[src/rtl/crc32_frame_tx.sv]
// crc32_frame_tx
// Byte-stream framer: forwards payload bytes from the packet source to the
// serial link and appends a CRC-32/MPEG-2 (poly 04C11DB7, init FFFFFFFF,
// MSB-first, no reflection, no final XOR) after the last payload byte.
// Valid/ready on both sides, single output register, 1 byte/cycle sustained.
// Frames longer than MAX_LEN are cut at MAX_LEN; the source tail is swallowed.

module crc32_frame_tx #(
  parameter int unsigned MAX_LEN = 1024,
  parameter int unsigned CNT_W   = 16
) (
  input  logic             clk_i,
  input  logic             rst_n_i,
  input  logic             crc_en_i,
  input  logic             s_valid_i,
  output logic             s_ready_o,
  input  logic [7:0]       s_data_i,
  input  logic             s_last_i,
  output logic             m_valid_o,
  input  logic             m_ready_i,
  output logic [7:0]       m_data_o,
  output logic             m_last_o,
  output logic             len_err_o,
  output logic [CNT_W-1:0] frame_cnt_o
);

  localparam logic [31:0] CRC_POLY = 32'h04C1_1DB7;
  localparam logic [31:0] CRC_INIT = '1;

  // byte_cnt must hold MAX_LEN itself (value right after a forced end)
  localparam int unsigned     BC_W     = $clog2(MAX_LEN + 1);
  localparam logic [BC_W-1:0] LAST_IDX = BC_W'(MAX_LEN - 1);

  typedef enum logic [2:0] {
    ST_IDLE,
    ST_PAYLOAD,
    ST_CRC,
    ST_DONE,
    ST_DROP
  } state_t;

  state_t          state;
  state_t          state_nxt;

  logic            en_r;
  logic            en_nxt;
  logic            trunc_r;
  logic [BC_W-1:0] byte_cnt;
  logic [1:0]      crc_k;
  logic [31:0]     crc_r;

  logic            slot_free;
  logic            at_max;
  logic            load_pay;
  logic            load_crc;
  logic            pay_last;
  logic            trunc_set;
  logic [7:0]      crc_byte;

  // One MSB-first CRC step over a whole byte.
  function automatic logic [31:0] crc32_byte(input logic [31:0] crc,
                                             input logic [7:0]  data);
    logic [31:0] c;
    logic [7:0]  d;
    c = crc;
    d = data;
    for (int unsigned i = 0; i < 8; i++) begin
      if (c[31] ^ d[7]) begin
        c = {c[30:0], 1'b0} ^ CRC_POLY;
      end else begin
        c = {c[30:0], 1'b0};
      end
      d = {d[6:0], 1'b0};
    end
    return c;
  endfunction

  // Frame sequencing: next state, source handshake and output-load strobes.
  always_comb begin
    slot_free = !m_valid_o || m_ready_i;
    at_max    = (byte_cnt == LAST_IDX);
    state_nxt = state;
    en_nxt    = en_r;
    load_pay  = 1'b0;
    load_crc  = 1'b0;
    pay_last  = 1'b0;
    trunc_set = 1'b0;
    s_ready_o = 1'b0;

    unique case (state)
      ST_IDLE, ST_PAYLOAD: begin
        s_ready_o = slot_free;
        if (s_valid_i && slot_free) begin
          load_pay = 1'b1;
          // crc_en_i only matters on the first byte of a frame
          if (state == ST_IDLE) begin
            en_nxt = crc_en_i;
          end
          // byte_cnt is 0 in IDLE, so at_max there covers MAX_LEN == 1
          if (s_last_i || at_max) begin
            trunc_set = !s_last_i;
            pay_last  = !en_nxt;
            state_nxt = en_nxt ? ST_CRC : ST_DONE;
          end else begin
            state_nxt = ST_PAYLOAD;
          end
        end
      end

      ST_CRC: begin
        if (slot_free) begin
          load_crc = 1'b1;
          if (crc_k == 2'd3) begin
            state_nxt = ST_DONE;
          end
        end
      end

      ST_DONE: begin
        state_nxt = trunc_r ? ST_DROP : ST_IDLE;
      end

      ST_DROP: begin
        // swallow the source tail of a truncated frame, no output, no CRC
        s_ready_o = 1'b1;
        if (s_valid_i && s_last_i) begin
          state_nxt = ST_IDLE;
        end
      end

      default: begin
        state_nxt = ST_IDLE;
      end
    endcase
  end

  // CRC byte currently due on the link, most significant byte first.
  always_comb begin
    unique case (crc_k)
      2'd0:    crc_byte = crc_r[31:24];
      2'd1:    crc_byte = crc_r[23:16];
      2'd2:    crc_byte = crc_r[15:8];
      default: crc_byte = crc_r[7:0];
    endcase
  end

  // State register.
  always_ff @(posedge clk_i or negedge rst_n_i) begin
    if (!rst_n_i) begin
      state <= ST_IDLE;
    end else begin
      state <= state_nxt;
    end
  end

  // Per-frame bookkeeping: CRC accumulator, byte/CRC counters, flags.
  always_ff @(posedge clk_i or negedge rst_n_i) begin
    if (!rst_n_i) begin
      en_r        <= 1'b0;
      trunc_r     <= 1'b0;
      crc_r       <= CRC_INIT;
      byte_cnt    <= '0;
      crc_k       <= '0;
      frame_cnt_o <= '0;
      len_err_o   <= 1'b0;
    end else begin
      en_r      <= en_nxt;
      len_err_o <= trunc_set;

      if (trunc_set) begin
        trunc_r <= 1'b1;
      end else if (state == ST_DONE) begin
        trunc_r <= 1'b0;
      end

      if (state == ST_DONE) begin
        crc_r       <= CRC_INIT;
        byte_cnt    <= '0;
        crc_k       <= '0;
        frame_cnt_o <= frame_cnt_o + CNT_W'(1);
      end else begin
        if (load_pay) begin
          crc_r    <= crc32_byte(crc_r, s_data_i);
          byte_cnt <= byte_cnt + BC_W'(1);
        end
        if (load_crc) begin
          crc_k <= crc_k + 2'd1;
        end
      end
    end
  end

  // Output register: loads payload or CRC bytes; holds while stalled.
  always_ff @(posedge clk_i or negedge rst_n_i) begin
    if (!rst_n_i) begin
      m_valid_o <= 1'b0;
      m_data_o  <= '0;
      m_last_o  <= 1'b0;
    end else if (load_pay) begin
      m_valid_o <= 1'b1;
      m_data_o  <= s_data_i;
      m_last_o  <= pay_last;
    end else if (load_crc) begin
      m_valid_o <= 1'b1;
      m_data_o  <= crc_byte;
      m_last_o  <= (crc_k == 2'd3);
    end else if (m_ready_i) begin
      m_valid_o <= 1'b0;
    end
  end

endmodule

[config.mk]
export PLATFORM = sky130hd
export DESIGN_NAME = crc32_frame_tx
export DESIGN_NICKNAME = d
export VERILOG_FILES = /design/src/rtl/crc32_frame_tx.sv
export SDC_FILE = /design/constraint.sdc
export NUM_CORES = 1
export LEC_CHECK = 0
export CAP_MARGIN = 20
export CORE_ASPECT_RATIO = 0.7
export CORE_MARGIN = 2
export CORE_UTILIZATION = 63
export CTS_BUF_LIST = sky130_fd_sc_hd__clkbuf_16
export DETAILED_ROUTE_END_ITERATION = 12
export HOLD_SLACK_MARGIN = 0.08
export PLACE_DENSITY = 0.86
export SLEW_MARGIN = 20
export SYNTH_ARGS = -nofsm -noshare
export SYNTH_HDL_FRONTEND = slang
export SYNTH_SLANG_ARGS = --single-unit
[constraint.sdc]
create_clock -name clk_i -period 2.6 [get_ports clk_i]
set_clock_uncertainty 0.05 [all_clocks]
set_input_delay 0.52 -clock clk_i [delete_from_list [all_inputs] [get_ports clk_i]]
set_output_delay 0.52 -clock clk_i [all_outputs]
set_load 0.1 [all_outputs]
==> qor_table.md, run 1 <==
| Parameter | This run | Unit |
|---|---|---|
| Number of DRC violations after detailed-routing iteration 0 | 243 | - |
| Data required time at the worst endpoint | 2030 | ps |
| Met1 track demand over resource | 38.5 | % |
| Number of synthesized flops with an enable pin | 0 | - |
| Number of global-route vias before repair | 3296 | - |
| Total number of nets in the final design | 468 | - |
| Most utilized layer in the global route result | met2 | - |
| CP delay by family, top | buffers and inverters | - |
| First-pass iteration count of the detailed router | 5 | - |
| CP max stage cell | sky130_fd_sc_hd__clkdlybuf4s50_1 | - |
| Width of the die | 106 | um |
| TritonCTS clock tree | done | - |
| # rows | 26 | - |
| Maximum number of pins on one net before global-route repair | 42 | - |
| Remaining antenna violation count | 0 | - |
| Worst-Skew Late Latency | 340 | ps |
| Area delta synth->final | 17.8 | % |
| Final Max Tran Viols | 0 | - |
| Met3 layer usage reported by global route | 9.75 | % |
| Worst max-slew margin expressed relative to the limit | 52.9 | % |
| Final Instance Count excl. Fillers | 551 | - |
| CTS Buffer Depth | 2 | - |
| Via density per instance | 6.04 | - |
| Endpoints failing hold | 0 | - |
| Number of levels in the clock H-tree | 3 | - |
| Data arrival, critical path | 1810 | ps |
| Worst-margin pin slew | 707 | ps |
| Std-Cell Core Area | 7220 | um2 |
| Grt met2 use | 45.3 | % |
| Sequential fraction of the synthesis area | 42.5 | % |
| DPL Wire Length | 7130 | um |
| Most common cell after layout, fill and taps aside | sky130_fd_sc_hd__dfrtp_1 | - |
| Number of warnings reported in the yosys synthesis log | 0 | - |
| Post-cts sizing count | 0 | - |
| Commonest non-fill, non-tap cells in the layout | sky130_fd_sc_hd__dfrtp_1 (45), sky130_fd_sc_hd__nor2_1 (43), sky130_fd_sc_hd__buf_4 (42) | - |
| Number of buffers created by CTS | 9 | - |
| Buffers & Inverters on Critical Path | 2 | - |
| Count of clock tree sinks | 77 | - |
| Cell count after placement | 535 | - |
| Peak VDD IR | 922 | uV |
| Mapped cell area | 4630 | um2 |
| Fraction of final layout cells sized beyond drive strength 1 | 24.3 | % |
| Via count of the routed design | 3326 | - |
| Synthesized net count | 423 | - |
| Element type at the critical path start | input port | - |
| Dominant synthesized flop cell | sky130_fd_sc_hd__dfrtp_1 | - |
| Leakage power figure | 2.38 | nW |
| Final critical path time including I/O delays and setup | 2380 | ps |
| Power density cells | 1670 | nW/um2 |
| Drt total wl | 10600 | um |
| Setup Fix Bufs, Post-CTS | 0 | - |
| Highest cell delay on the worst timing path | 450 | ps |
| Worst-path clk slew | 60 | ps |
| Largest fanout on the critical path | 9 | - |
| Antenna violations before repair | 0 | - |
| Total global routing track utilization | 28.4 | % |
| Number of primary I/O pins | 42 | - |
| Maximum operating frequency | 420 | MHz |
| Unique cell type count in the Yosys netlist | 46 | - |
| Routed length per instance | 19.3 | um |
| Number of buffers inserted by port buffering | 41 | - |
| Post-route clock period utilization | 91.5 | % |
| Height of the chip | 75.7 | um |
| Max Cap Viol | 0 | - |
| Cell breakdown of the critical path | clkdlybuf4s50_1 -> nand2b_1 -> nor2_1 -> a211oi_4 -> buf_12 | - |
| Starting utilization of the core area | 64.1 | % |
| Syn Area/Cell | 11.5 | um2 |
| Last weighted congestion value of the routability-driven placer | 0.870 | - |
| TNS Setup | 0 | ps |
| Worst min path class | input port to async pin | - |
| Global route total overflow | 0 | - |
| Unrepaired setup endpoints after global routing | no | - |
| Number of antenna repair diodes | 0 | - |
| Worst hold-check slack | 95.0 | ps |
| Number of instances in the synthesized netlist | 403 | - |
| Status | finished clean | - |
| FF+latch count, synth | 77 | - |
| Number of fillers in the final layout | 466 | - |
| Total of hold buffers inserted after clock tree synthesis | 0 | - |
| Root buf cell | sky130_fd_sc_hd__clkbuf_16 | - |
| Die area | 8060 | um2 |
| DRC viols | 0 | - |
| Nature of the critical path endpoint | output port | - |
| Share of flip-flops with an asynchronous set or reset | 100 | % |
| First-pass GRT wire length | 17100 | um |
| Critical path class | input port to output port | - |
| Number of endpoints failing setup at the final stage | 0 | - |
layout make-up:
type / count / area (um2) / area share, %
Inverter: 7 / 26.3 / 0.482
Clock buffer: 9 / 225 / 4.13
Sequential cell: 77 / 1970 / 36.1
Multi-Input combinational cell: 296 / 2560 / 46.9
Clock inverter: 7 / 57.6 / 1.06
Timing Repair Buffer: 57 / 495 / 9.09
Tap cell: 98 / 123 / 2.25
cells in the mapped netlist (6+ instances only):
cell,instances,share of area (%)
sky130_fd_sc_hd__dfrtp_1,45,24
sky130_fd_sc_hd__a222oi_1,8,1.7
sky130_fd_sc_hd__or3_1,6,0.81
sky130_fd_sc_hd__xnor2_4,9,5.4
sky130_fd_sc_hd__buf_2,6,0.65
sky130_fd_sc_hd__o21a_1,11,1.8
sky130_fd_sc_hd__a221o_1,8,1.7
sky130_fd_sc_hd__dfstp_2,32,18
sky130_fd_sc_hd__xor2_1,9,1.7
sky130_fd_sc_hd__inv_1,7,0.57
sky130_fd_sc_hd__clkbuf_1,15,1.2
sky130_fd_sc_hd__nand3_1,11,1.2
sky130_fd_sc_hd__mux2i_1,23,5.0
sky130_fd_sc_hd__a21oi_1,14,1.5
sky130_fd_sc_hd__o21ai_0,10,1.1
sky130_fd_sc_hd__nor2_1,44,3.6
sky130_fd_sc_hd__ha_1,6,1.6
sky130_fd_sc_hd__nand2_1,29,2.4
sky130_fd_sc_hd__xnor2_1,36,6.8
sky130_fd_sc_hd__xnor3_1,16,7.8
worst paths after layout:
kind / start / cells past startpoint / slack [ps] / end
max: m_ready_i / 5 / 220 / s_ready_o
min: rst_n_i / 1 / 90 / frame_cnt_o[11]$_DFFE_PN0P_
max reg2reg: state[1]$_DFFE_PN0P_ / 4 / 470 / frame_cnt_o[7]$_DFFE_PN0P_
min reg2reg: frame_cnt_o[15]$_DFFE_PN0P_ / 1 / 430 / frame_cnt_o[15]$_DFFE_PN0P_
max in group asynchronous: rst_n_i / 2 / 1740 / crc_r[30]$_DFFE_PN1P_
min in group clk_i: frame_cnt_o[15]$_DFFE_PN0P_ / 1 / 430 / frame_cnt_o[15]$_DFFE_PN0P_
per-layer routing:
layer / vias to the layer above / wire [um]
met5: - / 0
met4: 0 / 74
met3: 9 / 873
met2: 130 / 4980
met1: 1665 / 4700
li1: 1522 / -
through the flow:
step           cell area [um2]  utilization [%]  worst slack (ps)  total power [mW]
2_1_floorplan             4640                -              46.6              6.61
3_3_place_gp              5170             71.6               198              7.63
3_5_place_dp              5170             71.6               164              7.80
4_1_cts                   5450             75.5               219              9.10
5_1_grt                   5450             75.5               165              9.61
6_report                  5450             75.5               220              9.10
power breakdown:
part	internal, mW	switching [mW]
Combinational	2.70	2.88
Sequential	1.83	0.475
Clock	0.728	0.484
Total	5.26	3.84
cells by family after synthesis:
kind of cell,count (synthesis),share of synthesized area [%]
xor+xnor,79,25.3
flops,77,42.5
fa+ha+maj,6,1.62
buf+inv,30,2.59
simple gates,118,12.1
mux,23,4.97
compound gates,70,10.9
registers in the layout, summed over array words and instances (netlist names):
| register | flops |
|---|---|
| m_last_o | 1 |
| byte_cnt | 11 |
| crc_r | 32 |
| m_data_o | 8 |
| len_err_o | 1 |
| crc_k | 2 |
| trunc_r | 1 |
| state | 3 |
| en_r | 1 |
| frame_cnt_o | 16 |
| m_valid_o | 1 |
Power figures use the tool's default switching activity.
==> run 2: changes to the inputs <==
--- a/config.mk
+++ b/config.mk
@@ -8,11 +8,10 @@
 export CAP_MARGIN = 20
 export CORE_ASPECT_RATIO = 0.7
 export CORE_MARGIN = 2
-export CORE_UTILIZATION = 63
+export CORE_UTILIZATION = 40
 export CTS_BUF_LIST = sky130_fd_sc_hd__clkbuf_16
 export DETAILED_ROUTE_END_ITERATION = 12
 export HOLD_SLACK_MARGIN = 0.08
-export PLACE_DENSITY = 0.86
 export SLEW_MARGIN = 20
 export SYNTH_ARGS = -nofsm -noshare
 export SYNTH_HDL_FRONTEND = slang
==> run 2 against run 1 <==
  * Fmax down 1.4%
  * Design area is 1.9% higher
  * Sequential share of layout area fell by 0.66 points
  * Combinational power fell by 0.7%
  * First-iteration DRC count rose by 30%
  * Worst setup slack lost 33 ps
  * Die area rose by 55%
  * Via count is 3.1% lower
  * Global-route usage down 9.8 points
  * Clock-buffer cell count unchanged
  * Clock power is 5% higher
  * Cell count is 10% higher
  * Critical path type unchanged
  * Largest cell class unchanged
  * Highest routed layer unchanged
==> qor_table.md, run 2 (synthesized netlist as in run 1, its figures left out) <==
| Parameter | This run | Unit |
|---|---|---|
| Unrepaired setup endpoints after global routing | no | - |
| Data required time at the worst endpoint | 2030 | ps |
| Cell count after placement | 592 | - |
| Status | finished clean | - |
| Share of total power consumed by net switching | 41.7 | % |
| Max Cap Viol | 0 | - |
| Via count of the routed design | 3224 | - |
| Number of primary I/O pins | 42 | - |
| Buffers & Inverters on Critical Path | 2 | - |
| Post-layout instance area | 5550 | um2 |
| Number of levels in the clock H-tree | 3 | - |
| CTS Buffer Depth | 2 | - |
| Number of DRC violations after detailed-routing iteration 0 | 316 | - |
| Maximum operating frequency | 414 | MHz |
| Fraction of final layout cells sized beyond drive strength 1 | 25.3 | % |
| Cell breakdown of the critical path | clkdlybuf4s50_1 -> nand2b_1 -> nor2_1 -> a211oi_4 -> buf_12 | - |
| # rows | 32 | - |
| Last weighted congestion value of the routability-driven placer | 0.839 | - |
| Number of buffers created by CTS | 9 | - |
| Share of power burned in the clock network | 14.0 | % |
| Final Worst Setup Slack | 187 | ps |
| Final critical path time including I/O delays and setup | 2410 | ps |
| Final Instance Count excl. Fillers | 608 | - |
| R2r worst-path depth | 6 | - |
| Leakage power figure | 2.39 | nW |
| Std-Cell Core Area | 11100 | um2 |
| Worst hold-check slack | 92.9 | ps |
| Root buf cell | sky130_fd_sc_hd__clkbuf_16 | - |
| Finished Core Util | 49.9 | % |
| CP max stage cell | sky130_fd_sc_hd__clkdlybuf4s50_1 | - |
| Power density cells | 1640 | nW/um2 |
| Height of the chip | 94.0 | um |
| Total number of nets in the final design | 470 | - |
| Remaining antenna violation count | 0 | - |
| Total of hold buffers inserted after clock tree synthesis | 0 | - |
| Number of antenna repair diodes | 0 | - |
| Post-cts sizing count | 0 | - |
| Worst-path clk slew | 60 | ps |
| Commonest non-fill, non-tap cells in the layout | sky130_fd_sc_hd__dfrtp_1 (45), sky130_fd_sc_hd__buf_4 (44), sky130_fd_sc_hd__nor2_1 (43) | - |
| Routed length per instance | 17.7 | um |
| Fraction of power consumed by sequential logic | 25.1 | % |
| Worst Setup Slack post-DPL | 129 | ps |
| Number of endpoints failing setup at the final stage | 0 | - |
| Cell area after placement | 5250 | um2 |
| Starting utilization of the core area | 41.6 | % |
| Switching component of the power | 3.79 | mW |
| First-pass GRT wire length | 17500 | um |
| Highest cell delay on the worst timing path | 450 | ps |
| Setup Fix Bufs, Post-CTS | 0 | - |
| Largest fanout on the critical path | 9 | - |
| TritonCTS clock tree | done | - |
| Final Max Tran Viols | 0 | - |
| Data arrival, critical path | 1840 | ps |
| CP delay by family, top | buffers and inverters | - |
| Registers with the highest flip-flop counts | crc_r x32, frame_cnt_o x16, byte_cnt x11 | - |
| Startpoint of the most critical register-to-register path | crc_k[0]$_DFFE_PN0P_ | - |
| Width of the die | 133 | um |
| Via density per instance | 5.30 | - |
| First-pass iteration count of the detailed router | 4 | - |
| Worst min path class | input port to async pin | - |
| Worst-Skew Late Latency | 340 | ps |
| Total power of the final layout | 9.09 | mW |
| Global route total overflow | 0 | - |
| DRC viols | 0 | - |
| Most common cell after layout, fill and taps aside | sky130_fd_sc_hd__dfrtp_1 | - |
| Element type at the critical path start | input port | - |
| Nature of the critical path endpoint | output port | - |
| Cell-internal power | 5.30 | mW |
| Post-route clock period utilization | 92.8 | % |
| Number of buffers inserted by port buffering | 41 | - |
| Critical path class | input port to output port | - |
| Worst-margin pin slew | 804 | ps |
| Area delta synth->final | 19.9 | % |
| Register ranked first by flip-flop count | crc_r | - |
| Number of global-route vias before repair | 3140 | - |
| DPL Wire Length | 7400 | um |
| TNS Setup | 0 | ps |
| Endpoints failing hold | 0 | - |
| Worst max-slew margin expressed relative to the limit | 46.4 | % |
| Drt total wl | 10800 | um |
| Peak VDD IR | 631 | uV |
| Register-to-register setup slack | 700 | ps |
| Flip-flop count of the largest register, all copies and words added | 32 | - |
| Share of power burned in combinational logic | 60.9 | % |
| Maximum number of pins on one net before global-route repair | 42 | - |
| Total global routing track utilization | 18.6 | % |
| Count of clock tree sinks | 77 | - |
| Die area | 12500 | um2 |
| End of the worst register-to-register path | m_data_o[5]$_DFFE_PN0P_ | - |
| Antenna violations before repair | 0 | - |
## run 2: changes by cell type in the layout (fill, tap and decap cells not counted), sizes merged
| cell | before | now |
|---|---|---|
| clkinv | 4 | 3 |
| clkinvlp | 1 | 2 |
| buf | 45 | 47 |
## run 2: how the worst max path moves through the flow
stage                                 endpoint  slack (ps)                  start  cells past startpoint
after floorplan                      s_ready_o          50  m_valid_o$_DFFE_PN0P_                      4
after global placement    crc_r[6]$_DFFE_PN1P_         150            s_data_i[2]                      5
after detailed placement  crc_r[6]$_DFFE_PN1P_         130            s_data_i[2]                      5
after CTS                            s_ready_o         190              m_ready_i                      5
after global routing                 s_ready_o          90              m_ready_i                      5
final                                s_ready_o         190              m_ready_i                      5
## run 2: metal layers
metal | vias to the layer above | part of all wire (%) | wire length [um] | global-route usage (%)
met5 | - | 0 | 0 | 0
met3 | 10 | 7.0 | 760 | 5.34
met4 | 0 | 1.2 | 131 | 5.56
li1 | 1533 | - | - | -
met2 | 93 | 41 | 4420 | 26.4
met1 | 1588 | 51 | 5480 | 27.4
## run 2: final cells by class
cell class | count | area [um2]
Inverter | 7 | 26.3
Fill cell | 1040 | 5580
Multi-Input combinational cell | 296 | 2560
Sequential cell | 77 | 1970
Clock buffer | 9 | 225
Tap cell | 153 | 191
Clock inverter | 7 | 75.1
Timing Repair Buffer | 59 | 510
## run 2: power groups by stage
stage | Clock, mW | Combinational [mW] | Sequential [mW]
global placement | 0 | 5.48 | 2.29
floorplan | 0 | 3.74 | 2.87
CTS | 1.31 | 5.55 | 2.28
detailed placement | 0 | 5.52 | 2.30
finish | 1.27 | 5.54 | 2.29
global route | 1.36 | 5.95 | 2.35
